==> src/rtl/game_pkg.sv <==
// Shared game definitions for the collision/heart logic.
// Holds the collision FSM state type, the heart capacity and the heart-count width.
// The heart counter uses the same definitions.
package game_pkg;

  localparam int unsigned MAX_HEARTS = 3;
  localparam int unsigned HEART_W    = 2;

  typedef enum logic [1:0] {
    S_IDLE,
    S_ARMED,
    S_COOLDOWN,
    S_DEAD
  } game_state_e;

endpackage

==> src/rtl/collision_event_gen.sv <==
// Turns per-pixel overlaps into once-per-frame game events.
//
// Overlaps seen during a frame are latched into sticky flags. On each startOfFrame the
// flags, together with that cycle's overlap, decide the frame's outcome:
//   - hit while armed: collision pulse and a cooldown of COOLDOWN_FRAMES frames;
//   - heart pickup with room for another heart: bonus pulse.
// During cooldown the car is invulnerable and blinks every BLINK_FRAMES frames.
//
// Ports:
//   clk, reset                 clock, asynchronous active-high reset
//   game_running               round in play; low returns the block to idle
//   startOfFrame               one-cycle pulse at frame start
//   drawing_request_car        player-car pixel active
//   drawing_request_obstacle   obstacle pixel active
//   drawing_request_heart      bonus-heart pixel active
//   heartsNum                  current heart count
//   collision, bonus           one-cycle event pulses (cycle after startOfFrame)
//   invulnerable               high during cooldown
//   blink_hide                 high when the car should be hidden
//   game_over                  high once hearts are exhausted
// All outputs come straight from flops.
module collision_event_gen
  import game_pkg::*;
#(
  parameter int unsigned COOLDOWN_FRAMES = 60,
  parameter int unsigned BLINK_FRAMES    = 8
) (
  input  logic               clk,
  input  logic               reset,
  input  logic               game_running,
  input  logic               startOfFrame,
  input  logic               drawing_request_car,
  input  logic               drawing_request_obstacle,
  input  logic               drawing_request_heart,
  input  logic [HEART_W-1:0] heartsNum,
  output logic               collision,
  output logic               bonus,
  output logic               invulnerable,
  output logic               blink_hide,
  output logic               game_over
);

  localparam logic [7:0]         CooldownLoad = 8'(COOLDOWN_FRAMES);
  localparam logic [7:0]         BlinkLast    = 8'(BLINK_FRAMES - 1);
  localparam logic [HEART_W-1:0] FullHearts   = HEART_W'(MAX_HEARTS);

  game_state_e state_q, state_d;
  logic [7:0]  cnt_q, cnt_d;
  logic [7:0]  blink_cnt_q, blink_cnt_d;
  logic        hit_flag_q, hit_flag_d;
  logic        bonus_flag_q, bonus_flag_d;
  logic        collision_q, collision_d;
  logic        bonus_q, bonus_d;
  logic        invulnerable_q, invulnerable_d;
  logic        blink_hide_q, blink_hide_d;
  logic        game_over_q, game_over_d;

  logic hit_now, bonus_now, hit_frame, bonus_frame, bonus_ok;

  assign hit_now     = drawing_request_car & drawing_request_obstacle;
  assign bonus_now   = drawing_request_car & drawing_request_heart;
  // The decision cycle's own overlap counts as part of the ending frame.
  assign hit_frame   = hit_flag_q | hit_now;
  assign bonus_frame = bonus_flag_q | bonus_now;
  assign bonus_ok    = heartsNum < FullHearts;

  always_comb begin
    state_d      = state_q;
    cnt_d        = cnt_q;
    hit_flag_d   = hit_frame;
    bonus_flag_d = bonus_frame;
    collision_d  = 1'b0;
    bonus_d      = 1'b0;

    unique case (state_q)
      S_IDLE: begin
        hit_flag_d   = 1'b0;
        bonus_flag_d = 1'b0;
        cnt_d        = '0;
        if (game_running) begin
          state_d = S_ARMED;
        end
      end

      S_ARMED, S_COOLDOWN: begin
        if (!game_running) begin
          state_d      = S_IDLE;
          cnt_d        = '0;
          hit_flag_d   = 1'b0;
          bonus_flag_d = 1'b0;
        end else if (heartsNum == '0) begin
          state_d      = S_DEAD;
          cnt_d        = '0;
          hit_flag_d   = 1'b0;
          bonus_flag_d = 1'b0;
        end else if (startOfFrame) begin
          hit_flag_d   = 1'b0;
          bonus_flag_d = 1'b0;
          if (state_q == S_ARMED) begin
            if (hit_frame) begin
              // A hit swallows any bonus from the same frame.
              collision_d = 1'b1;
              cnt_d       = CooldownLoad;
              state_d     = S_COOLDOWN;
            end else begin
              bonus_d = bonus_frame & bonus_ok;
            end
          end else begin
            // Hits are ignored while invulnerable, including on the exit frame.
            bonus_d = bonus_frame & bonus_ok;
            cnt_d   = (cnt_q == 8'd0) ? 8'd0 : cnt_q - 8'd1;
            if (cnt_q <= 8'd1) begin
              state_d = S_ARMED;
            end
          end
        end
      end

      S_DEAD: begin
        hit_flag_d   = 1'b0;
        bonus_flag_d = 1'b0;
        cnt_d        = '0;
        if (!game_running) begin
          state_d = S_IDLE;
        end
      end

      default: begin
        state_d = S_IDLE;
      end
    endcase
  end

  // Blink divider: restarts on every cooldown entry so the car is shown first.
  always_comb begin
    blink_cnt_d  = blink_cnt_q;
    blink_hide_d = blink_hide_q;
    if (state_d != S_COOLDOWN) begin
      blink_cnt_d  = '0;
      blink_hide_d = 1'b0;
    end else if (state_q == S_COOLDOWN && startOfFrame) begin
      if (blink_cnt_q >= BlinkLast) begin
        blink_cnt_d  = '0;
        blink_hide_d = ~blink_hide_q;
      end else begin
        blink_cnt_d = blink_cnt_q + 8'd1;
      end
    end
  end

  assign invulnerable_d = (state_d == S_COOLDOWN);
  assign game_over_d    = (state_d == S_DEAD);

  always_ff @(posedge clk or posedge reset) begin
    if (reset) begin
      state_q        <= S_IDLE;
      cnt_q          <= '0;
      blink_cnt_q    <= '0;
      hit_flag_q     <= 1'b0;
      bonus_flag_q   <= 1'b0;
      collision_q    <= 1'b0;
      bonus_q        <= 1'b0;
      invulnerable_q <= 1'b0;
      blink_hide_q   <= 1'b0;
      game_over_q    <= 1'b0;
    end else begin
      state_q        <= state_d;
      cnt_q          <= cnt_d;
      blink_cnt_q    <= blink_cnt_d;
      hit_flag_q     <= hit_flag_d;
      bonus_flag_q   <= bonus_flag_d;
      collision_q    <= collision_d;
      bonus_q        <= bonus_d;
      invulnerable_q <= invulnerable_d;
      blink_hide_q   <= blink_hide_d;
      game_over_q    <= game_over_d;
    end
  end

  assign collision    = collision_q;
  assign bonus        = bonus_q;
  assign invulnerable = invulnerable_q;
  assign blink_hide   = blink_hide_q;
  assign game_over    = game_over_q;

endmodule

==> config.mk <==
export PLATFORM = sky130hd
export DESIGN_NAME = collision_event_gen
export DESIGN_NICKNAME = d
export VERILOG_FILES = /design/src/rtl/game_pkg.sv /design/src/rtl/collision_event_gen.sv
export SDC_FILE = /design/constraint.sdc
export NUM_CORES = 1
export LEC_CHECK = 0
export ABC_AREA = 1
export CAP_MARGIN = 20
export CORE_ASPECT_RATIO = 0.8
export CORE_MARGIN = 10
export CORE_UTILIZATION = 40
export DETAILED_ROUTE_END_ITERATION = 10
export PLACE_DENSITY = 0.59
export SYNTH_ARGS = -nofsm -noshare
export SYNTH_HDL_FRONTEND = slang
export SYNTH_SLANG_ARGS = --single-unit
export TNS_END_PERCENT = 10
==> constraint.sdc <==
create_clock -name clk -period 1.61 [get_ports clk]
set_input_delay 0.322 -clock clk [delete_from_list [all_inputs] [get_ports clk]]
set_output_delay 0.322 -clock clk [all_outputs]
set_load 0.005 [all_outputs]
======== Word level (Yosys, flattened, before mapping) ========
Cells that the tools add are included.
word-level totals
  register bits after elaboration ......... 25
  input port bits ......................... 9
  output and inout bits ................... 5
  logic and storage cells ................. 81
cells by class
  add/subtract/negate cells ............... 2
  order comparisons ....................... 3
  equality and inequality tests ........... 8
  multiplexer cells ....................... 42
  bitwise logic cells ..................... 6
  reduce and logical (&&, ||, !) cells .... 10
operator list
  kind                   count
  $mux W8                9
  $mux W1                21
  $mux W2                8
  $pmux W8 S2            1
  $add A8 B1 Y8 const B  1
  $eq A2 B2 Y1 const B   4
  $ge A8 B3 Y1 const B   1
  $le A8 B1 Y1 const B   1
  $logic_not A8 Y1       1
  $sub A8 B1 Y8 const B  1
  $pmux W2 S3            1
  $ne A5 B5 Y1 const B   1
  $logic_not A2 Y1       2
  $ne A4 B4 Y1 const B   1
  $pmux W1 S2            2
  $reduce_and A2 Y1      2
  $reduce_bool A2 Y1     2
  $reduce_or A2 Y1       2
  $and A1 B1 Y1          3
  $eq A2 B1 Y1 const B   1
  $lt A2 B2 Y1 const B   1
  $ne A2 B2 Y1 const B   1
  $or A1 B1 Y1           2
  $logic_and A1 B1 Y1    1
  $not A1 Y1             1

======== Logic depth before layout (Yosys ltp) ========
  depth after elaboration ................. 11
  gate-level depth with buffers ........... 17
  mapped depth without buffers ............ 17

======== Least setup slack after synthesis ========
No wires, ideal clock.
  path type ............................... register to register
  start point ............................. register state_q[0]
  end point ............................... register cnt_q[0]
  arrival ................................. 1685 ps
  slack ................................... -155 ps
  stages on the path, launching flop included .. 12
  buffers on the path ..................... 0
  period minus slack after synthesis ...... 1765 ps
  cells stage by stage .................... dfrtp_1 > inv_1 > ha_1 > nand2_1 > inv_2 > nand2_1 > nor2_2 > a31oi_4 > nand2_2 > inv_2 > nand3_2 > mux2i_1
on the way
  word-level cells in the longest chain between the ends .. 6
  elaborated cells between the ends (all ways) .. 14
ends and longest elaborated chain
  item                      RTL line                                              RTL
  start: declaration        collision_event_gen.sv:47                             game_state_e state_q, state_d;
  start signal: assignment  collision_event_gen.sv:167                            state_q <= state_d;
  $eq A2 B1 Y1              collision_event_gen.sv:75, collision_event_gen.sv:99
  $mux W8                   collision_event_gen.sv:99                             if (state_q == S_ARMED) begin
  $mux W8                   collision_event_gen.sv:96                             end else if (startOfFrame) begin
  $mux W8                   collision_event_gen.sv:91                             end else if (heartsNum == '0) begin
  $mux W8                   collision_event_gen.sv:86                             if (!game_running) begin
  $pmux W8 S2               collision_event_gen.sv:75                             unique case (state_q)
  end signal: assignment    collision_event_gen.sv:168                            cnt_q <= cnt_d;
  end: declaration          collision_event_gen.sv:48                             logic [7:0] cnt_q, cnt_d;
Parallel ways exist; a longest one is shown, timed or not. The select of a mux whose other input is x is not followed.
A chain may end at the register's enable or synchronous reset.

======== Worst setup path in the final report ========
  start point ............................. register cnt_q[0]
  end point ............................... register cnt_q[5]
on the way
  word-level cells in the longest chain between the ends .. 7
  elaborated cells between the ends (all ways) .. 8
ends and longest elaborated chain
  item                                               RTL line                    RTL
  $sub A8 B1 Y8 or $logic_not A8 Y1 (tied branches)  collision_event_gen.sv:111  cnt_d = (cnt_q == 8'd0) ? 8'd0 : cnt_q - 8'd1;
  $mux W8 *                                          collision_event_gen.sv:111
  $mux W8 *                                          collision_event_gen.sv:99
  $mux W8 *                                          collision_event_gen.sv:96
  $mux W8 *                                          collision_event_gen.sv:91
  $mux W8 *                                          collision_event_gen.sv:86
  $pmux W8 S2 *                                      collision_event_gen.sv:75
Mark *: on every way between the ends. The rest lies on a longest branch, timed or not. The select of a mux whose other input is x is not followed.

==> reports/qor.csv <==
metric;value;unit
multi_input_area;785;um^2
async_flop_share;100;%
grt_pass1_wl;5110;um
end_kind;register;
synth_top_area_share;42.6;%
holdBufCountCts;0;
fin_area;0.00203;mm^2
clock_latency;0.27;ns
synthTopCellsByArea;dfrtp_1 (43%), nand2_1 (10%), inv_1 (7.9%);
coreArea;0.00349;mm^2
wl_per_cell;11.2;um
vias;1253;
grt_max_degree;26;
port-buffer-count;13;
clock_skew;0.00722;ns
yosysMostFrequentCell;nand2_1;
synthToLayoutAreaGrowth;38.4;%
drt-pass1-iter-count;4;
numCtsBuffers;3;
synth_edf_count;0;
fmax;0.565;GHz
viasPerCell;4.68;
dpl.cell_count;255;
rr_worst_depth;13;
worstSetupStartpointType;register;
die_area;0.00652;mm^2
cts-root-buf;clkbuf_8;
ys_seq_elements;25;
syn_area_per_cell;8.26;um^2
maxCapViolCount;0;
p_per_area;1560;mW/mm^2
rsz0062_at_grt;yes;
antenna_found_initial;0;
ys_top_cells_by_count;nand2_1 (39), inv_1 (31), dfrtp_1 (25), nor2_1 (14), nand3_1 (12);
yosysSeqAreaShare;42.6;%
synth_top_cell_by_area;dfrtp_1;
clockBufferDepth;2;
nFillCells;307;
ir_drop;0.959;mV
worst_ep_arrival_time;1.97;ns
setup_ws;-0.160;ns
hp-class;primary input to async pin;
clk_pin_slew;0.09;ns
boundaryPins;14;
worstSetupPathType;register to register;
dieHeight;74.2;um
grt_pass1_vias;1212;
synth_flop_cell;dfrtp_1;
antenna_cells;0;
relSlewSlack;76.1;%
first_iter_violations;49;
drive_gt1_share;35.0;%
fin_crit;1.77;ns
worstMarginPinSlew;0.357;ns
clkSinkCount;25;
setup_violations;19;
cts_tree;done;
yosys_warnings;0;
status;finished with violations;
syn_area;0.00147;mm^2
rows;19;
power_leakage;1.01;nW
synthCells;178;
wl;2990;um
gp_congestion;0.785;
drt.antenna.violating_nets;0;
failed_checks;negative setup slack;
path_max_fanout;5;
regArea;627;um^2
dp_hpwl;2320;um
slew_violations;0;
nets;244;
die_w;87.8;um
fin_cells;268;
grt_usage;9.72;%
htreeDepth;1;
dpl_cell_area;0.00182;mm^2
drc;0;
min_period_over_period;110;%
start_util;42.1;%
tns;-1.89;ns
required;1.81;ns
synth_fp_nets;195;
hold_violations;0;
grt-ovfl-total;0;
yosysUniqueCellTypes;27;
==> sequential cells by signal, summed over array words and instances (netlist names) <==
signal        cells
state_q           2
bonus_flag_q      1
cnt_q             8
invulnerable      1
bonus             1
blink_hide        1
hit_flag_q        1
game_over         1
collision         1
blink_cnt_q       8
==> final cells by class <==
class	instances	area share [%]
Timing Repair Buffer	45	18.8
Sequential cell	25	30.8
Tap cell	42	2.58
Clock buffer	3	2.03
Multi-Input combinational cell	116	38.6
Inverter	36	6.89
Clock inverter	1	0.369
==> layout by cell type (no fill, tap or decap), types with 2 or more instances in the layout <==
cell / instances
clkdlybuf4s50_1: 13
o22ai_1: 5
ha_1: 4
ha_4: 3
dfrtp_1: 24
clkbuf_8: 3
buf_6: 3
inv_2: 9
a21oi_1: 5
nand2_2: 8
nor2_2: 8
nand3_2: 4
inv_4: 2
buf_4: 29
inv_1: 25
nor2_1: 13
nand2_1: 33
o21ai_1: 2
xor2_1: 5
nand3_1: 10
==> report_power, final <==
group | leakage [nW] | internal, mW | total [mW] | switching [mW]
Combinational | 0.651 | 0.921 | 1.95 | 1.03
Sequential | 0.342 | 0.736 | 0.833 | 0.0968
Clock | 0.0217 | 0.176 | 0.384 | 0.208
Total | 1.01 | 1.83 | 3.17 | 1.34
==> cells by family after synthesis <==
group           synth area share [%]
compound gates                  9.53
fa+ha+maj                       6.81
simple gates                    27.3
xor+xnor                        2.98
flops                           42.6
buf+inv                         10.1
mux                            0.681
==> stage by stage <==
step | utilization [%] | setup slack (ns) | power [mW] | hold WS, ns
5_1_grt | 58.2 | -0.299 | 3.43 | 0.407
3_5_place_dp | 52.0 | -0.336 | 2.45 | 0.491
4_1_cts | 55.7 | -0.124 | 3.00 | 0.398
3_3_place_gp | 52.0 | -0.271 | 2.40 | 0.481
6_report | 58.2 | -0.160 | 3.17 | 0.383
2_1_floorplan | - | -0.0755 | 1.91 | 0.349
==> critical path: stages, from the launching register on <==
cell and delay, ns:
dfrtp_2 0.42, inv_2 0.07, buf_4 0.13, buf_4 0.12, buf_4 0.12, buf_4 0.13
ha_1 0.19, nand2_1 0.08, nor2_2 0.05, inv_2 0.09, nand2_1 0.06, o21ai_1 0.11
nand2_1 0.07, o21ai_1 0.08
==> repair_timing <==
action,CTS,global route
pin swaps,5,6
endpoints found under the setup margin,19,22
hold endpoints to repair,0,0
gates resized for setup,13,18
setup buffers,7,2
==> path summary, 6_finish.rpt <==
path	startpoint	to	slack, ns
setup reg to reg	cnt_q[0]$_DFFE_PP0P_	cnt_q[5]$_DFFE_PP0P_	-0.16
setup / recovery	cnt_q[0]$_DFFE_PP0P_	cnt_q[5]$_DFFE_PP0P_	-0.16
min in group clk	bonus_flag_q$_DFF_PP0_	bonus_flag_q$_DFF_PP0_	0.51
hold reg to reg	bonus_flag_q$_DFF_PP0_	bonus_flag_q$_DFF_PP0_	0.51
hold / removal	reset	blink_cnt_q[2]$_DFFE_PP0P_	0.38
max in group asynchronous	reset	cnt_q[0]$_DFFE_PP0P_	0.97
==> metal layers <==
metal	vias to the layer above	GRT usage [%]	routed length (um)
met3	6	3.28	108
met4	0	3.71	34
li1	654	-	-
met1	570	11.7	1430
met5	-	0	0
met2	23	15.7	1420
Power figures use the tool's default switching activity.
